## src/rtl/result_packer.sv

```systemverilog
`default_nettype none
// ============================================================================
// result_packer : packs DATA_W-bit results into MEM_WORD_SIZE-bit words with a
// lane mask; define RESULT_PACKER_MSB_FIRST_EN to fill lanes from the top down.
// Revision 1.0
// ============================================================================
module result_packer #(
  parameter int DATA_W        = 32,
  parameter int MEM_WORD_SIZE = 64
) (
  input  logic                           clk_i,
  input  logic                           rst_ni,
  input  logic                           in_valid_i,
  output logic                           in_ready_o,
  input  logic [DATA_W-1:0]              result_i,
  input  logic                           flush_i,
  output logic                           out_valid_o,
  input  logic                           out_ready_i,
  output logic [MEM_WORD_SIZE-1:0]       buffer_o,
  output logic [MEM_WORD_SIZE/DATA_W-1:0] lane_mask_o
);

  localparam int LANES = MEM_WORD_SIZE / DATA_W;
  localparam int PTR_W = $clog2(LANES);
  localparam logic [PTR_W-1:0] c_last_lane = PTR_W'(LANES - 1);

  typedef enum logic [1:0] {
    S_EMPTY = 2'd0,
    S_FILL  = 2'd1,
    S_PEND  = 2'd2
  } state_t;

  state_t                   r_state;
  state_t                   w_state_nxt;
  logic [MEM_WORD_SIZE-1:0] r_asm;
  logic [LANES-1:0]         r_mask;
  logic [PTR_W-1:0]         r_ptr;
  logic [MEM_WORD_SIZE-1:0] r_buf;
  logic [LANES-1:0]         r_out_mask;
  logic                     r_out_valid;

  logic                     w_in_ready;
  logic                     w_accept;
  logic                     w_out_free;
  logic                     w_close;
  logic                     w_load;
  logic [PTR_W-1:0]         w_lane;
  logic [MEM_WORD_SIZE-1:0] w_asm_nxt;
  logic [LANES-1:0]         w_mask_nxt;

  // in_ready is a pure state decode so out_ready_i never reaches it combinationally
  always_comb begin
    w_in_ready = (r_state != S_PEND);
    w_accept   = in_valid_i && w_in_ready;
    w_out_free = !r_out_valid || out_ready_i;
`ifdef RESULT_PACKER_MSB_FIRST_EN
    w_lane     = c_last_lane - r_ptr;
`else
    w_lane     = r_ptr;
`endif
    w_asm_nxt  = r_asm;
    w_mask_nxt = r_mask;
    for (int k = 0; k < LANES; k++) begin
      if (w_accept && (w_lane == PTR_W'(k))) begin
        w_asm_nxt[k*DATA_W +: DATA_W] = result_i;
        w_mask_nxt[k]                 = 1'b1;
      end
    end
    w_close = w_in_ready &&
              ((w_accept && (r_ptr == c_last_lane)) ||
               (flush_i && ((r_state == S_FILL) || w_accept)));
    w_load  = w_out_free && (w_close || (r_state == S_PEND));
  end

  always_comb begin
    w_state_nxt = r_state;
    if (r_state == S_PEND) begin
      if (w_out_free) w_state_nxt = S_EMPTY;
    end else if (w_close) begin
      w_state_nxt = w_out_free ? S_EMPTY : S_PEND;
    end else if (w_accept) begin
      w_state_nxt = S_FILL;
    end
  end

  always_ff @(posedge clk_i or negedge rst_ni) begin
    if (!rst_ni) r_state <= S_EMPTY;
    else         r_state <= w_state_nxt;
  end

  always_ff @(posedge clk_i or negedge rst_ni) begin
    if (!rst_ni) begin
      r_asm       <= '0;
      r_mask      <= '0;
      r_ptr       <= '0;
      r_buf       <= '0;
      r_out_mask  <= '0;
      r_out_valid <= 1'b0;
    end else begin
      if (w_load) begin
        r_buf       <= w_asm_nxt;
        r_out_mask  <= w_mask_nxt;
        r_out_valid <= 1'b1;
      end else if (out_ready_i) begin
        r_out_valid <= 1'b0;
      end

      // A closed word that cannot move yet stays in the assembly stage (PEND)
      if (w_load) begin
        r_asm  <= '0;
        r_mask <= '0;
        r_ptr  <= '0;
      end else if (w_close) begin
        r_asm  <= w_asm_nxt;
        r_mask <= w_mask_nxt;
        r_ptr  <= '0;
      end else if (w_accept) begin
        r_asm  <= w_asm_nxt;
        r_mask <= w_mask_nxt;
        r_ptr  <= r_ptr + PTR_W'(1);
      end
    end
  end

  assign in_ready_o  = w_in_ready;
  assign out_valid_o = r_out_valid;
  assign buffer_o    = r_buf;
  assign lane_mask_o = r_out_mask;

endmodule
`default_nettype wire

```

## config.mk

```make
export PLATFORM = sky130hd
export DESIGN_NAME = result_packer
export DESIGN_NICKNAME = d
export VERILOG_FILES = /design/src/rtl/result_packer.sv
export SDC_FILE = /design/constraint.sdc
export NUM_CORES = 1
export LEC_CHECK = 0
export CORE_MARGIN = 4
export CORE_UTILIZATION = 50
export CTS_BUF_LIST = sky130_fd_sc_hd__clkbuf_4
export DETAILED_ROUTE_END_ITERATION = 16
export MAX_ROUTING_LAYER = met4
export PLACE_DENSITY = 0.83
export SLEW_MARGIN = 20
export SYNTH_ARGS = -nofsm -noshare
export SYNTH_HDL_FRONTEND = slang
export SYNTH_SLANG_ARGS = --single-unit
```

## constraint.sdc

```tcl
create_clock -name clk_i -period 2.05 [get_ports clk_i]
set_input_delay 0.205 -clock clk_i [delete_from_list [all_inputs] [get_ports clk_i]]
set_output_delay 0.205 -clock clk_i [all_outputs]
set_load 0.01 [all_outputs]
```

After elaboration in Yosys (flattened, before gate mapping) --
Cells that the tools add are included.
Storage, ports and cells: output and inout port bits 68, word-level logic and storage cells 48, flip-flop bits (word level) 136
Cells by class: bitwise logic cells 1, reductions and logical operators 15, $add $sub $neg 1, multiplexer cells 20, eq/ne operators 4
Operators with widths (number):
- 64-bit 2-to-1 mux | 3
- 32-bit 2-to-1 mux | 2
- 2-bit 2-to-1 mux | 8
- 1-bit 2-to-1 mux | 7
- 1-bit logical AND | 6
- 3-bit nonzero test | 2
- 1-bit logical OR | 4
- 2-bit != test, second input constant | 2
- 2-bit by 1-bit == test with 1-bit output, second input constant | 1
- 2-bit == test, second input constant | 1
- 2-bit AND reduction | 1
- 2-bit nonzero test | 1
- 1-bit adder, second input constant | 1
- 1-bit logical NOT | 1
- 1-bit inverter | 1

Logic depth before layout (Yosys ltp) --
depth in word-level cells 9, gate-level depth with buffers 7

Least setup slack after synthesis --
No wires, ideal clock.
kind register -> register, from register r_state[0], to register r_buf[33] (netlist: buffer_o[33]), data required time 1924 ps, path buffers 2, path slack 520 ps, library setup time 126 ps, stages on the path, launching flop included 7, arrival time 1404 ps, cell sequence dfrtp_1 > nand2b_1 > buf_4 > nand3_2 > buf_2 > mux2i_1 > a21oi_1
Between the ends: word-level cells in the longest chain between the ends 8, elaborated cells on any way between the ends 12
RTL lines:
- start, declared | line 33 | state_t r_state;
- start signal, assigned | line 88 | else r_state <= w_state_nxt;
- 2-bit != test * | line 53 | w_in_ready = (r_state != S_PEND);
- net in_ready_o | line 14 | output logic in_ready_o,
- 1-bit logical AND | line 54 | w_accept = in_valid_i && w_in_ready;
- 1-bit logical OR | line 71 | (flush_i && ((r_state == S_FILL) || w_accept)));
- 1-bit logical AND | line 71
- 1-bit logical OR | line 70 | ((w_accept && (r_ptr == c_last_lane)) ||
- 1-bit logical AND | line 69 | w_close = w_in_ready &&
- 1-bit logical OR | line 72 | w_load = w_out_free && (w_close || (r_state == S_PEND));
- 1-bit logical AND | line 72
- end signal, assigned | line 101 | r_buf <= w_asm_nxt;
- end, declared | line 38 | logic [MEM_WORD_SIZE-1:0] r_buf;
Mark *: on every way through the listed nets, which the timed path passes. The rest lies on a longest branch. A chain may end at the register's enable or synchronous reset.

Final worst setup path --
from register r_state[0], to output port in_ready_o
Between the ends: word-level cells in the longest chain between the ends 1
RTL lines (line):
- 2-bit != test | 53
- end, declared | 14
Every way passes these cells.

==> summary.txt <==
Synthesis
  • XOR/XNOR Fraction of Synth Area: 0.168%
  • Net Count, Synth: 490
  • Flops & latches, synth: 136
  • Number of library cell types mapped by synthesis: 23
  • Synthesized instance count: 453
  • Multiplexer fraction of the synthesized cell area: 12.3%
  • Post-synthesis share of cell area spent on and, or, nand and nor gates: 10.9%
  • Dominant combinational cell family by area after synthesis: multiplexers
  • Sequential area share after synthesis: 65.2%
  • Per-instance average area after synthesis: 11.5 um^2
  • Post-synth design cell area: 0.00522 mm^2
  • Adder-cell area share of the yosys netlist: 0%
  • Synth Area in Compound Gates: 7.82%
  • Synth Warn #: 0

CTS
  • Maximum clock insertion buffer count: 2
  • Worst-path clk slew: 120 ps
  • Clock tree from TritonCTS: yes
  • Setup Fix Bufs, Post-CTS: 0
  • Inserted Clock Buffers: 17
  • Clock latency on the worst-skew pair: 490 ps
  • Clock sink count: 136
  • CTS Root Cell: clkbuf_4
  • H-Tree Depth: 4

Global routing
  • Antenna violations before repair: 0
  • Met2 Track Usage GR: 28.9%
  • Wire length of the first global-routing pass: 16500 um
  • Number of global-route vias before repair: 3571
  • Most crowded layer after global routing: met2
  • Maximum number of pins on one net before global-route repair: 88
  • Global-route congestion overflow total: 0
  • Met3 global-route usage: 4.83%
  • Met1 demand-to-capacity share in global routing: 23.4%
  • Aggregate global-route resource usage: 18.3%

Worst setup path
  • Kind of launch point of the worst setup path: register
  • Category of the worst setup path capture point: output port
  • Critical path peak fanout: 8
  • Critical path start-end classification: reg2out
  • Required time at the worst-slack endpoint: 1850 ps
  • Worst Path Arrival: 1700 ps
  • Slack of the worst reg-to-reg path: 310 ps

Drt
  • Total routed wirelength: 10300 um
  • Vias per cell: 5.05
  • Number of vias in the routed layout: 3578
  • Routed Antenna Nets: 0
  • # DRC: 0
  • First drt pass iteration count: 4
  • Wire length per cell after detailed routing: 14.5 um
  • Violation count after the first detailed-route iteration: 152

Pwr
  • Combinational share of power: 39.3%
  • Maximum ir drop on the vdd rail: 0.000775 V
  • Cell Pwr Density: 1480 mW/mm^2
  • Part of the power in registers: 42.8%
  • Leakage power: 3.34 nW
  • Net switching power figure: 3.40 mW
  • Clk pwr share: 17.9%
  • Internal Dissipation: 6.68 mW
  • Net switching fraction of the power: 33.7%

Die
  • Initial Util: 51.0%
  • Die Span X: 110 um
  • Num rows: 37
  • Number of primary I/O pins: 105
  • DIE AREA: 0.0121 mm^2
  • Vertical die dimension: 110 um
  • Core box area: 0.0102 mm^2

Layout
  • Diodes inserted: 0
  • Area growth from synthesis to final layout: 30.1%
  • Post-route design area: 0.00679 mm^2
  • Post-layout nets: 598
  • Fraction of layout instances using a drive strength above 1: 8.55%

Placed design
  • Sum of net half-perimeters after detailed placement: 7040 um
  • Area after detailed placement: 0.00647 mm^2
  • # port buffers: 104
  • Final Wtd Congestion: 0.818

STA
  • Tightest slew margin relative to the limit: 77.0%
  • Fmax: 526 MHz
  • Setup-violating endpoint count in the final report: 0
  • Sum of negative setup slack: 0 ps
  • Min Hold Slack: 78.1 ps
  • Fin Clk Skew: 20.3 ps
  • Hold Fails Final Rpt: 0
  • Final worst-path cycle share: 92.8%
  • Max-slew violations: 0
  • Transition time at the pin with the least slew margin: 345 ps
  • Unrepaired setup endpoints after global routing: no
  • Final critical-path required period: 1900 ps

Outcome
  • Run status: finished, final reports clean

Hold path
  • Class of the worst hold path: in2async

Run
  • Max-cap violation count: 0
==> placed cells by master, fill, tap and decap left out <==
cell type / n
a21boi_0: 1
a21oi_1: 68
a31oi_1: 1
a32oi_4: 1
buf_12: 10
buf_4: 4
bufinv_16: 3
clkbuf_4: 17
clkdlybuf4s50_1: 103
clkinv_2: 3
clkinv_4: 3
clkinvlp_4: 2
dfrtp_1: 135
dfrtp_2: 1
dlygate4sd3_1: 1
inv_1: 2
inv_6: 3
mux2i_1: 64
nand2_1: 3
nand2b_1: 2
nand2b_4: 1
nand3_2: 1
nand3b_1: 2
nand4_1: 1
nor2_1: 134
nor2b_1: 1
o21ai_0: 3
o21ai_1: 1
o22ai_1: 1
xor2_1: 1
==> synth_stat cells <==
library cell,n,area [um^2]
a32oi_4,1,27.5
o22ai_1,1,6.26
nand3_2,1,10.0
a31oi_1,1,6.26
nand2_1,3,11.3
nand3b_1,2,15.0
a21boi_0,1,7.51
xor2_1,1,8.76
a21oi_1,68,340
clkbuf_1,1,3.75
dfrtp_1,136,3400
nor2b_1,1,6.26
buf_4,6,45.0
o21ai_0,3,15.0
o21ai_1,1,5.00
clkbuf_4,1,7.51
inv_1,2,7.51
buf_2,18,90.1
buf_6,3,33.8
nand2b_1,3,18.8
nand4_1,1,6.26
mux2i_1,64,641
nor2_1,134,503
==> repair_timing <==
action                                 in CTS  in global routing
endpoints found under the hold margin     136                  0
setup endpoints to repair                   1                  1
gates resized for setup                     1                  2
hold buffers                                1                  0
==> final timing paths <==
check,start,to,depth (start not counted)
setup / recovery,r_state[0]$_DFFE_PN0P_,in_ready_o,2
hold / removal,rst_ni,r_asm[16]$_DFFE_PN0P_,2
setup reg to reg,r_state[1]$_DFFE_PN0P_,buffer_o[33]$_DFFE_PN0P_,5
hold reg to reg,r_mask[0]$_DFFE_PN0P_,r_mask[0]$_DFFE_PN0P_,2
max in group asynchronous,rst_ni,r_asm[33]$_DFFE_PN0P_,3
min in group clk_i,result_i[18],r_asm[50]$_DFFE_PN0P_,3
==> power by group through the flow <==
| stage | logic, mW | registers, mW | clock network [mW] |
|---|---|---|---|
| 2_1_floorplan | 1.73 | 4.56 | 0 |
| 3_3_place_gp | 3.88 | 4.31 | 0 |
| 3_5_place_dp | 4.00 | 4.35 | 0 |
| 4_1_cts | 4.02 | 4.31 | 1.86 |
| 6_report | 3.96 | 4.31 | 1.81 |
| 5_1_grt | 4.36 | 4.42 | 1.98 |
==> routing by layer <==
metal	vias to the layer above	part of all wire (%)	wire length (um)
met4	0	0.69	71
met2	89	49	5090
li1	1728	-	-
met1	1752	45	4660
met5	-	0	0
met3	9	4.7	482
==> sequential cells by signal, indices dropped and copies added (netlist names) <==
name / cells
buffer_o: 64
lane_mask_o: 2
out_valid_o: 1
r_asm: 64
r_mask: 2
r_ptr: 1
r_state: 2
==> cell families (layout without fill, tap and decap cells) <==
group,after synthesis,in the layout
multiplexers,64,64
flip-flops,136,136
buffers and inverters,31,151
AO/OA/AOI/OAI,76,76
AND/OR/NAND/NOR,145,145
XOR/XNOR,1,1
==> per-stage QoR <==
stage	instances	total power, mW	utilization (%)	worst slack (ps)
final	709	10.1	66.4	148
after global placement	677	8.18	63.2	194
after CTS	709	10.2	66.3	1.32
after global routing	709	10.8	66.4	54.7
after floorplan	453	6.30	-	520
after detailed placement	677	8.35	63.2	119
==> worst max-delay path, stage by stage, from the launching register on <==
cell             delay (ps)
dfrtp_2                 440
nand2b_4                210
clkdlybuf4s50_1         560
==> layout make-up <==
cell class | instances | area, um^2
clock buffer | 17 | 128
clock inverter | 14 | 173
fill | 784 | 3440
inverter | 2 | 7.51
multi-input combinational | 286 | 1640
sequential | 136 | 3400
tap | 136 | 170
timing repair buffer | 118 | 1270
(Power assumes the default switching activity.)
